File: src/rtl/hazard_ctrl_pkg.sv
// Shared pipeline definitions for the hazard unit: MD FSM encoding,
// multiply/divide latency default and the register-match helper.
package hazard_ctrl_pkg;

    localparam int MD_LATENCY_DEF = 8;
    localparam int CNT_W          = 5;

    localparam logic [0:0] MD_IDLE = 1'b0;
    localparam logic [0:0] MD_BUSY = 1'b1;

    typedef logic [4:0] reg_addr_t;

    // A producer never hazards through $0, which is hardwired to zero.
    function automatic logic src_match(input reg_addr_t rs,
                                       input reg_addr_t rt,
                                       input logic      use_rs,
                                       input logic      use_rt,
                                       input reg_addr_t dst);
        return (dst != '0) && ((use_rs && (rs == dst)) || (use_rt && (rt == dst)));
    endfunction

endpackage

File: src/rtl/hazard_ctrl_md_timer.sv
// Tracks how long the multiply/divide unit owns HI/LO and pulses done
// for one cycle once the operation has drained.
module md_timer
    import hazard_ctrl_pkg::*;
#(
    parameter int MD_LATENCY = MD_LATENCY_DEF
) (
    input  logic clk,
    input  logic rst_i,
    input  logic start_i,
    output logic busy_o,
    output logic count_nz_o,
    output logic done_o
);

    logic [0:0]       state_q, state_d;
    logic [CNT_W-1:0] count_q, count_d;
    logic             done_q, done_d;

    // NOTE: every always_comb output gets a default first so no path can infer a latch.
    always_comb begin
        state_d = state_q;
        count_d = count_q;
        done_d  = 1'b0;
        case (state_q)
            MD_IDLE: begin
                if (start_i) begin
                    state_d = MD_BUSY;
                    count_d = CNT_W'(MD_LATENCY - 1);
                end
            end
            default: begin
                if (count_q != '0) begin
                    count_d = count_q - CNT_W'(1);
                end else begin
                    state_d = MD_IDLE;
                    done_d  = 1'b1;
                end
            end
        endcase
    end

    // NOTE: state registers use non-blocking assignments so all flops update together.
    always_ff @(posedge clk or posedge rst_i) begin
        if (rst_i) begin
            state_q <= MD_IDLE;
            count_q <= '0;
            done_q  <= 1'b0;
        end else begin
            state_q <= state_d;
            count_q <= count_d;
            done_q  <= done_d;
        end
    end

    assign busy_o     = (state_q == MD_BUSY);
    assign count_nz_o = (count_q != '0);
    assign done_o     = done_q;

endmodule

File: src/rtl/hazard_ctrl.sv
// Pipeline hazard unit: load-use, branch-operand and HI/LO interlocks,
// IF/ID flush gating and a saturating stall-cycle counter.
module hazard_ctrl
    import hazard_ctrl_pkg::*;
#(
    parameter int MD_LATENCY = MD_LATENCY_DEF
) (
    input  logic        clk,
    input  logic        reset,
    input  logic [4:0]  rs,
    input  logic [4:0]  rt,
    input  logic        use_rs,
    input  logic        use_rt,
    input  logic        id_branch,
    input  logic        id_uses_hilo,
    input  logic        ID_EX_RegWrite,
    input  logic        ID_EX_MemRead,
    input  logic [4:0]  ID_EX_WriteAddr,
    input  logic        EX_MEM_MemRead,
    input  logic [4:0]  EX_MEM_WriteAddr,
    input  logic        md_start,
    input  logic        branch_taken,
    output logic        PC_Write,
    output logic        IF_ID_Write,
    output logic        ID_EX_Bubble,
    output logic        IF_ID_Flush,
    output logic        md_busy,
    output logic        md_done,
    output logic [15:0] stall_cnt
);

    logic match_ex, match_mem;
    logic load_use, br_ex, br_mem, md_hold, stall;
    logic md_count_nz;
    logic [15:0] stall_cnt_q, stall_cnt_d;

    md_timer #(
        .MD_LATENCY (MD_LATENCY)
    ) u_md_timer (
        .clk        (clk),
        .rst_i      (reset),
        .start_i    (md_start),
        .busy_o     (md_busy),
        .count_nz_o (md_count_nz),
        .done_o     (md_done)
    );

    assign match_ex  = src_match(rs, rt, use_rs, use_rt, ID_EX_WriteAddr);
    assign match_mem = src_match(rs, rt, use_rs, use_rt, EX_MEM_WriteAddr);

    // Branches resolve in ID, so even an ALU result in EX is too late for them.
    assign load_use = ID_EX_MemRead & match_ex;
    assign br_ex    = id_branch & ID_EX_RegWrite & match_ex;
    assign br_mem   = id_branch & EX_MEM_MemRead & match_mem;
    assign md_hold  = md_busy & md_count_nz & id_uses_hilo;
    assign stall    = load_use | br_ex | br_mem | md_hold;

    assign PC_Write     = ~stall;
    assign IF_ID_Write  = ~stall;
    assign ID_EX_Bubble = stall;
    assign IF_ID_Flush  = branch_taken & ~stall;

    assign stall_cnt_d = (stall && (stall_cnt_q != 16'hFFFF)) ? stall_cnt_q + 16'd1 : stall_cnt_q;

    always_ff @(posedge clk or posedge reset) begin
        if (reset) begin
            stall_cnt_q <= '0;
        end else begin
            stall_cnt_q <= stall_cnt_d;
        end
    end

    assign stall_cnt = stall_cnt_q;

endmodule

File: config.mk
export PLATFORM = sky130hd
export DESIGN_NAME = hazard_ctrl
export DESIGN_NICKNAME = d
export VERILOG_FILES = /design/src/rtl/hazard_ctrl_pkg.sv /design/src/rtl/hazard_ctrl_md_timer.sv /design/src/rtl/hazard_ctrl.sv
export SDC_FILE = /design/constraint.sdc
export NUM_CORES = 1
export LEC_CHECK = 0
export ABC_AREA = 0
export CORE_MARGIN = 3
export CORE_UTILIZATION = 45
export CTS_BUF_LIST = sky130_fd_sc_hd__clkbuf_8
export DETAILED_ROUTE_END_ITERATION = 8
export PLACE_DENSITY = 0.91
export SYNTH_ARGS = -nofsm -noshare
export SYNTH_HDL_FRONTEND = slang
export SYNTH_SLANG_ARGS = --single-unit
File: constraint.sdc
create_clock -name clk -period 2.6 [get_ports clk]
set_input_delay 0.52 -clock clk [delete_from_list [all_inputs] [get_ports clk]]
set_output_delay 0.52 -clock clk [all_outputs]
set_load 0.1 [all_outputs]
### After elaboration in Yosys (flattened, before gate mapping)

Cells that the tools add are included.

| storage, ports and cells | value |
|---|---|
| flip-flop bits (word level) | 23 |
| bits of input ports | 31 |
| output and inout bits | 22 |
| word-level logic and storage cells | 46 |

| operators by class | value |
|---|---|
| add/subtract/negate cells | 2 |
| equality and inequality tests | 6 |
| muxes and demuxes | 8 |
| bitwise logic cells | 12 |
| reductions and logical operators | 14 |

Operators by type and width:

| cell | number |
|---|---|
| $eq 5x5->1 | 4 |
| $add 16x1->16 const B | 1 |
| $ne 16x16->1 const B | 1 |
| $mux 5 | 3 |
| $reduce_bool 5->1 | 3 |
| $and 1x1->1 | 8 |
| $logic_and 1x1->1 | 7 |
| $mux 1 | 5 |
| $sub 5x1->5 const B | 1 |
| $or 1x1->1 | 3 |
| $logic_or 1x1->1 | 2 |
| $ne 2x2->1 const B | 1 |
| $reduce_and 2->1 | 1 |
| $reduce_bool 2->1 | 1 |
| $not 1->1 | 1 |

### Logic depth before layout (Yosys ltp)

| depth | value |
|---|---|
| depth in word-level cells | 10 |
| depth in mapped cells | 9 |
| gate-level depth less buffers | 8 |

### By module

A second synthesis with hierarchy kept.

| second synthesis, totals | value |
|---|---|
| cells, all modules | 139 |
| area, all modules | 1,390.1 µm² |

Modules (own cells, without submodules):

| module | times used | cells an instance | area an instance (µm²) | seq. area each (µm²) |
|---|---|---|---|---|
| hazard_ctrl | 1 | 108 | 1,056.0 | 400.4 |
| md_timer | 1 | 31 | 334.1 | 175.2 |

### Worst setup path after synthesis

No wires, ideal clock.

| timing path | value |
|---|---|
| kind | register to output |
| start | register u_md_timer.state_q, in the netlist u_md_timer.busy_o |
| end | output port PC_Write |
| arrival time | 3.376 ns |
| data required time | 2.080 ns |
| setup slack | -1.296 ns |
| cell stages (with the launch flop) | 6 |
| buffers on the path | 1 |
| path through | dfrtp_1 -> nor2b_1 -> a22oi_1 -> nand2_1 -> inv_1 -> buf_4 |

| on the way | value |
|---|---|
| cells in the longest elaborated chain, start to end | 4 |

RTL lines:

| what | line | RTL |
|---|---|---|
| start, declared | hazard_ctrl_md_timer.sv:16 | `logic [0:0] state_q, state_d;` |
| start signal, assigned | hazard_ctrl_md_timer.sv:50 | `state_q <= state_d;` |
| $and 1x1->1 (2 in a row) | hazard_ctrl.sv:55 | `assign md_hold = md_busy & md_count_nz & id_uses_hilo;` |
| $or 1x1->1 | hazard_ctrl.sv:56 | `assign stall = load_use \| br_ex \| br_mem \| md_hold;` |
| named net ID_EX_Bubble | hazard_ctrl.sv:25 | `output logic ID_EX_Bubble,` |
| $not 1->1 | n/a |  |
| end, declared | hazard_ctrl.sv:23 | `output logic PC_Write,` |

The timed path passes the listed nets, and every way through them passes these cells.

### Worst setup path after layout

| timing path | value |
|---|---|
| start | input port EX_MEM_WriteAddr[2] |
| end | output port PC_Write |

| on the way | value |
|---|---|
| cells in the longest elaborated chain, start to end | 8 |
| elaborated cells between the ends (all ways) | 11 |
| those cells by class | eq/ne: 2; bitwise: 4; reduce/logical: 5 |

RTL lines:

| what | line | RTL |
|---|---|---|
| start, declared | hazard_ctrl.sv:20 | `input logic [4:0] EX_MEM_WriteAddr,` |
| $eq 5x5->1 | hazard_ctrl_pkg.sv:19 | `return (dst != '0) && ((use_rs && (rs == dst)) \|\| (use_rt && (rt == dst)));` |
| $logic_and 1x1->1 | hazard_ctrl_pkg.sv:19 |  |
| $logic_or 1x1->1 | hazard_ctrl_pkg.sv:19 |  |
| $logic_and 1x1->1 * | hazard_ctrl_pkg.sv:19 |  |
| $and 1x1->1 * | hazard_ctrl.sv:54 | `assign br_mem = id_branch & EX_MEM_MemRead & match_mem;` |
| $or 1x1->1 * (2 in a row) | hazard_ctrl.sv:56 |  |
| $not 1->1 * | hazard_ctrl.sv:58 | `assign PC_Write = ~stall;` |

Mark *: on every way between the ends. The rest lies on a longest branch, timed or not.

==> results.cfg <==
[timing]
finalSetupViolCount = 0
period_share_pct = 98.99
finalHoldViolCount = 0
min_period_ns = 2.574
tns_ns = 0
finalWorstSetupSlack_ns = 0.02635
finalClockSkew_ns = 0.003319
max_freq_mhz = 388.6
tightest_slew_ns = 0.7058
drv_slew = 0
maxSlewHeadroom_pct = 52.90

[cts]
cts_hold_buf = 0
clock_latency_ns = 0.27
numCtsBuffers = 3
clockRootBuffer = clkbuf_8
cts.sinks = 23
cts_tree = built
cts_max_level = 1
clock_path_buffers = 2
path_clk_slew_ns = 0.08

[grt]
grt_max_degree = 20
grt_pass1_vias = 1254
grt_pass1_wl_mm = 5.644
antenna_found_initial = 0
gr-total-overflow = 0
track_usage_pct = 20.63

[flow_run]
drv_cap = 0

[cells_and_area]
final_util_pct = 77.13
drive_above_1_share_pct = 31.84
nFillCells = 192
fin_area_sq_um = 2182
area_growth_pct = 58.83
antenna_cells = 0
final_common_cell = buf_4
final_nets = 236
final_cell_mix = buf_4 (31), xnor2_1 (30), dfrtp_1 (22)

[synthesis]
synth_cell_types = 31
yosys_warnings = 0
avgSynthCellArea_sq_um = 10.33
ys_seq_elements = 23
yosysSeqAreaShare_pct = 41.89
netlist_area_sq_um = 1374
netlist_instances = 133
synth_nets = 167

[routing]
first_pass_iters = 4
wl_per_cell_microns = 16.59
drt_iter0_drc = 49
wl_mm = 3.848
vias_per_cell = 5.526
drcViolationCount = 0
via_count = 1282
antenna_left = 0

[place]
dpl_worst_slack_ns = -0.2033
hpwlAfterDp_mm = 2.884
place_congestion = 0.8336
place_area_sq_um = 2033
numPortBuffers = 52

[floorplan]
die_h_microns = 61.26
ios = 53
coreArea_sq_um = 2829
start_util_pct = 48.56
die_w_microns = 61.26
dieArea_sq_um = 3752
rows = 19

[worst_setup_path]
cp_max_fo = 3
rrSetupSlack_ns = 0.58
cp_data_arrival_time_ns = 2.05
r2r-start = u_md_timer.count_q[0]
r2r_end = stall_cnt[1]
crit_type = primary input to output pin
cp_data_required_time_ns = 2.08
crit_start = EX_MEM_WriteAddr[2]
cp-start-kind = primary input
reg2reg_depth = 9
endpoint = PC_Write
cp-end-kind = output pin

[power_and_ir_drop]
total_leakage_power_nw = 1.033
powerDensity_nw_per_um2 = 928.4
irDropWorstVdd_mv = 0.6567
total_power_mw = 2.026

[worst_hold_path]
hold_path.class = flop to flop
min_from = stall_cnt[4]

[outcome]
status = finished, final reports clean
==> worst max-delay path, stage by stage <==
cell,delay (ns)
dlygate4sd2_1,0.26
buf_4,0.16
xnor2_2,0.12
nand4_1,0.12
o22ai_2,0.24
o2111ai_4,0.18
nand2_4,0.13
clkinvlp_4,0.13
buf_12,0.19
==> layer usage <==
layer  global-route usage (%)  part of all wire (%)
met2                    37.46                    50
met5                        0                     0
met1                    23.57                    39
met3                    3.564                   8.4
met4                    8.978                   2.4
==> power breakdown <==
part	internal, mW	switching (mW)	total (mW)
logic	0.413	0.828	1.24
clock network	0.107	0.114	0.221
registers	0.454	0.110	0.564
total	0.975	1.05	2.03
==> registers in the layout (all words and copies together), names as in the netlist <==
| name | count |
|---|---|
| stall_cnt | 16 |
| u_md_timer.count_q | 5 |
| u_md_timer.busy_o | 1 |
| u_md_timer.done_o | 1 |
==> cell type report <==
| cell class | instances | area (sq um) | area share [%] |
|---|---|---|---|
| well taps | 31 | 38.79 | 1.778 |
| multi-input cells | 104 | 853.3 | 39.11 |
| repair buffers | 66 | 645.6 | 29.59 |
| clock inverters | 1 | 5.005 | 0.2294 |
| inverters | 4 | 18.77 | 0.8601 |
| flip-flops and latches | 23 | 579.3 | 26.55 |
| clock buffers | 3 | 41.29 | 1.892 |
==> metrics by stage <==
step                      hold slack (ns)  cells
after floorplan                    0.4615    133
after global placement             0.4810    223
after detailed placement           0.4875    223
after CTS                          0.5019    229
after global routing               0.5268    232
final                              0.4955    232
==> cell usage after synthesis <==
master     count  area [sq um]
a22oi_1        1         7.510
dfrtp_1       23         575.6
mux2_2         1         11.26
nand4_1       10         62.56
buf_6          1         11.26
and2_1         2         12.51
and2_4         2         17.52
ha_1           3         37.54
o2111ai_2      1         15.01
or4_1          1         7.510
o21ai_0        3         15.01
buf_4          1         7.510
inv_1          4         15.01
o211ai_1       1         7.510
nand2b_1       2         12.51
nor2b_1        1         6.260
a21oi_4        1         16.27
nor4_1         1         6.260
and3_1         7         43.79
xor2_1         2         17.52
nor4b_2        1         15.01
o22ai_1        2         12.51
and3_4         2         22.52
nor3_1         1         5.000
and4_1         1         8.760
nand2_1       11         41.29
nor3b_1        1         7.510
a21oi_1        4         20.02
nand3_1        6         30.03
nor2_1         2         7.510
xnor2_1       34         297.8
==> cells by family after synthesis <==
group / count (synthesis) / share of synthesized area [%]
fa+ha+maj: 3 / 2.733
compound gates: 13 / 6.831
xor+xnor: 36 / 22.95
buf+inv: 6 / 2.459
mux: 1 / 0.8196
flops: 23 / 41.89
simple gates: 51 / 22.31
==> what timing repair did <==
item / in CTS / in global routing
resized for setup: 16 / 15
setup buffers: 2 / 3
endpoints found under the hold margin: 0 / 0
pin swaps: 7 / 7
endpoints found under the setup margin: 4 / 4
==> worst min-delay path by stage <==
stage                                       end  slack [ns]  cells past startpoint
after floorplan           u_md_timer.count_q[0]        0.46                      1
after global placement             stall_cnt[4]        0.48                      1
after detailed placement           stall_cnt[4]        0.49                      1
after CTS                          stall_cnt[4]        0.50                      1
after global routing              stall_cnt[10]        0.53                      1
final                              stall_cnt[4]        0.50                      1
Note: power is estimated with default switching activity, not from simulation.
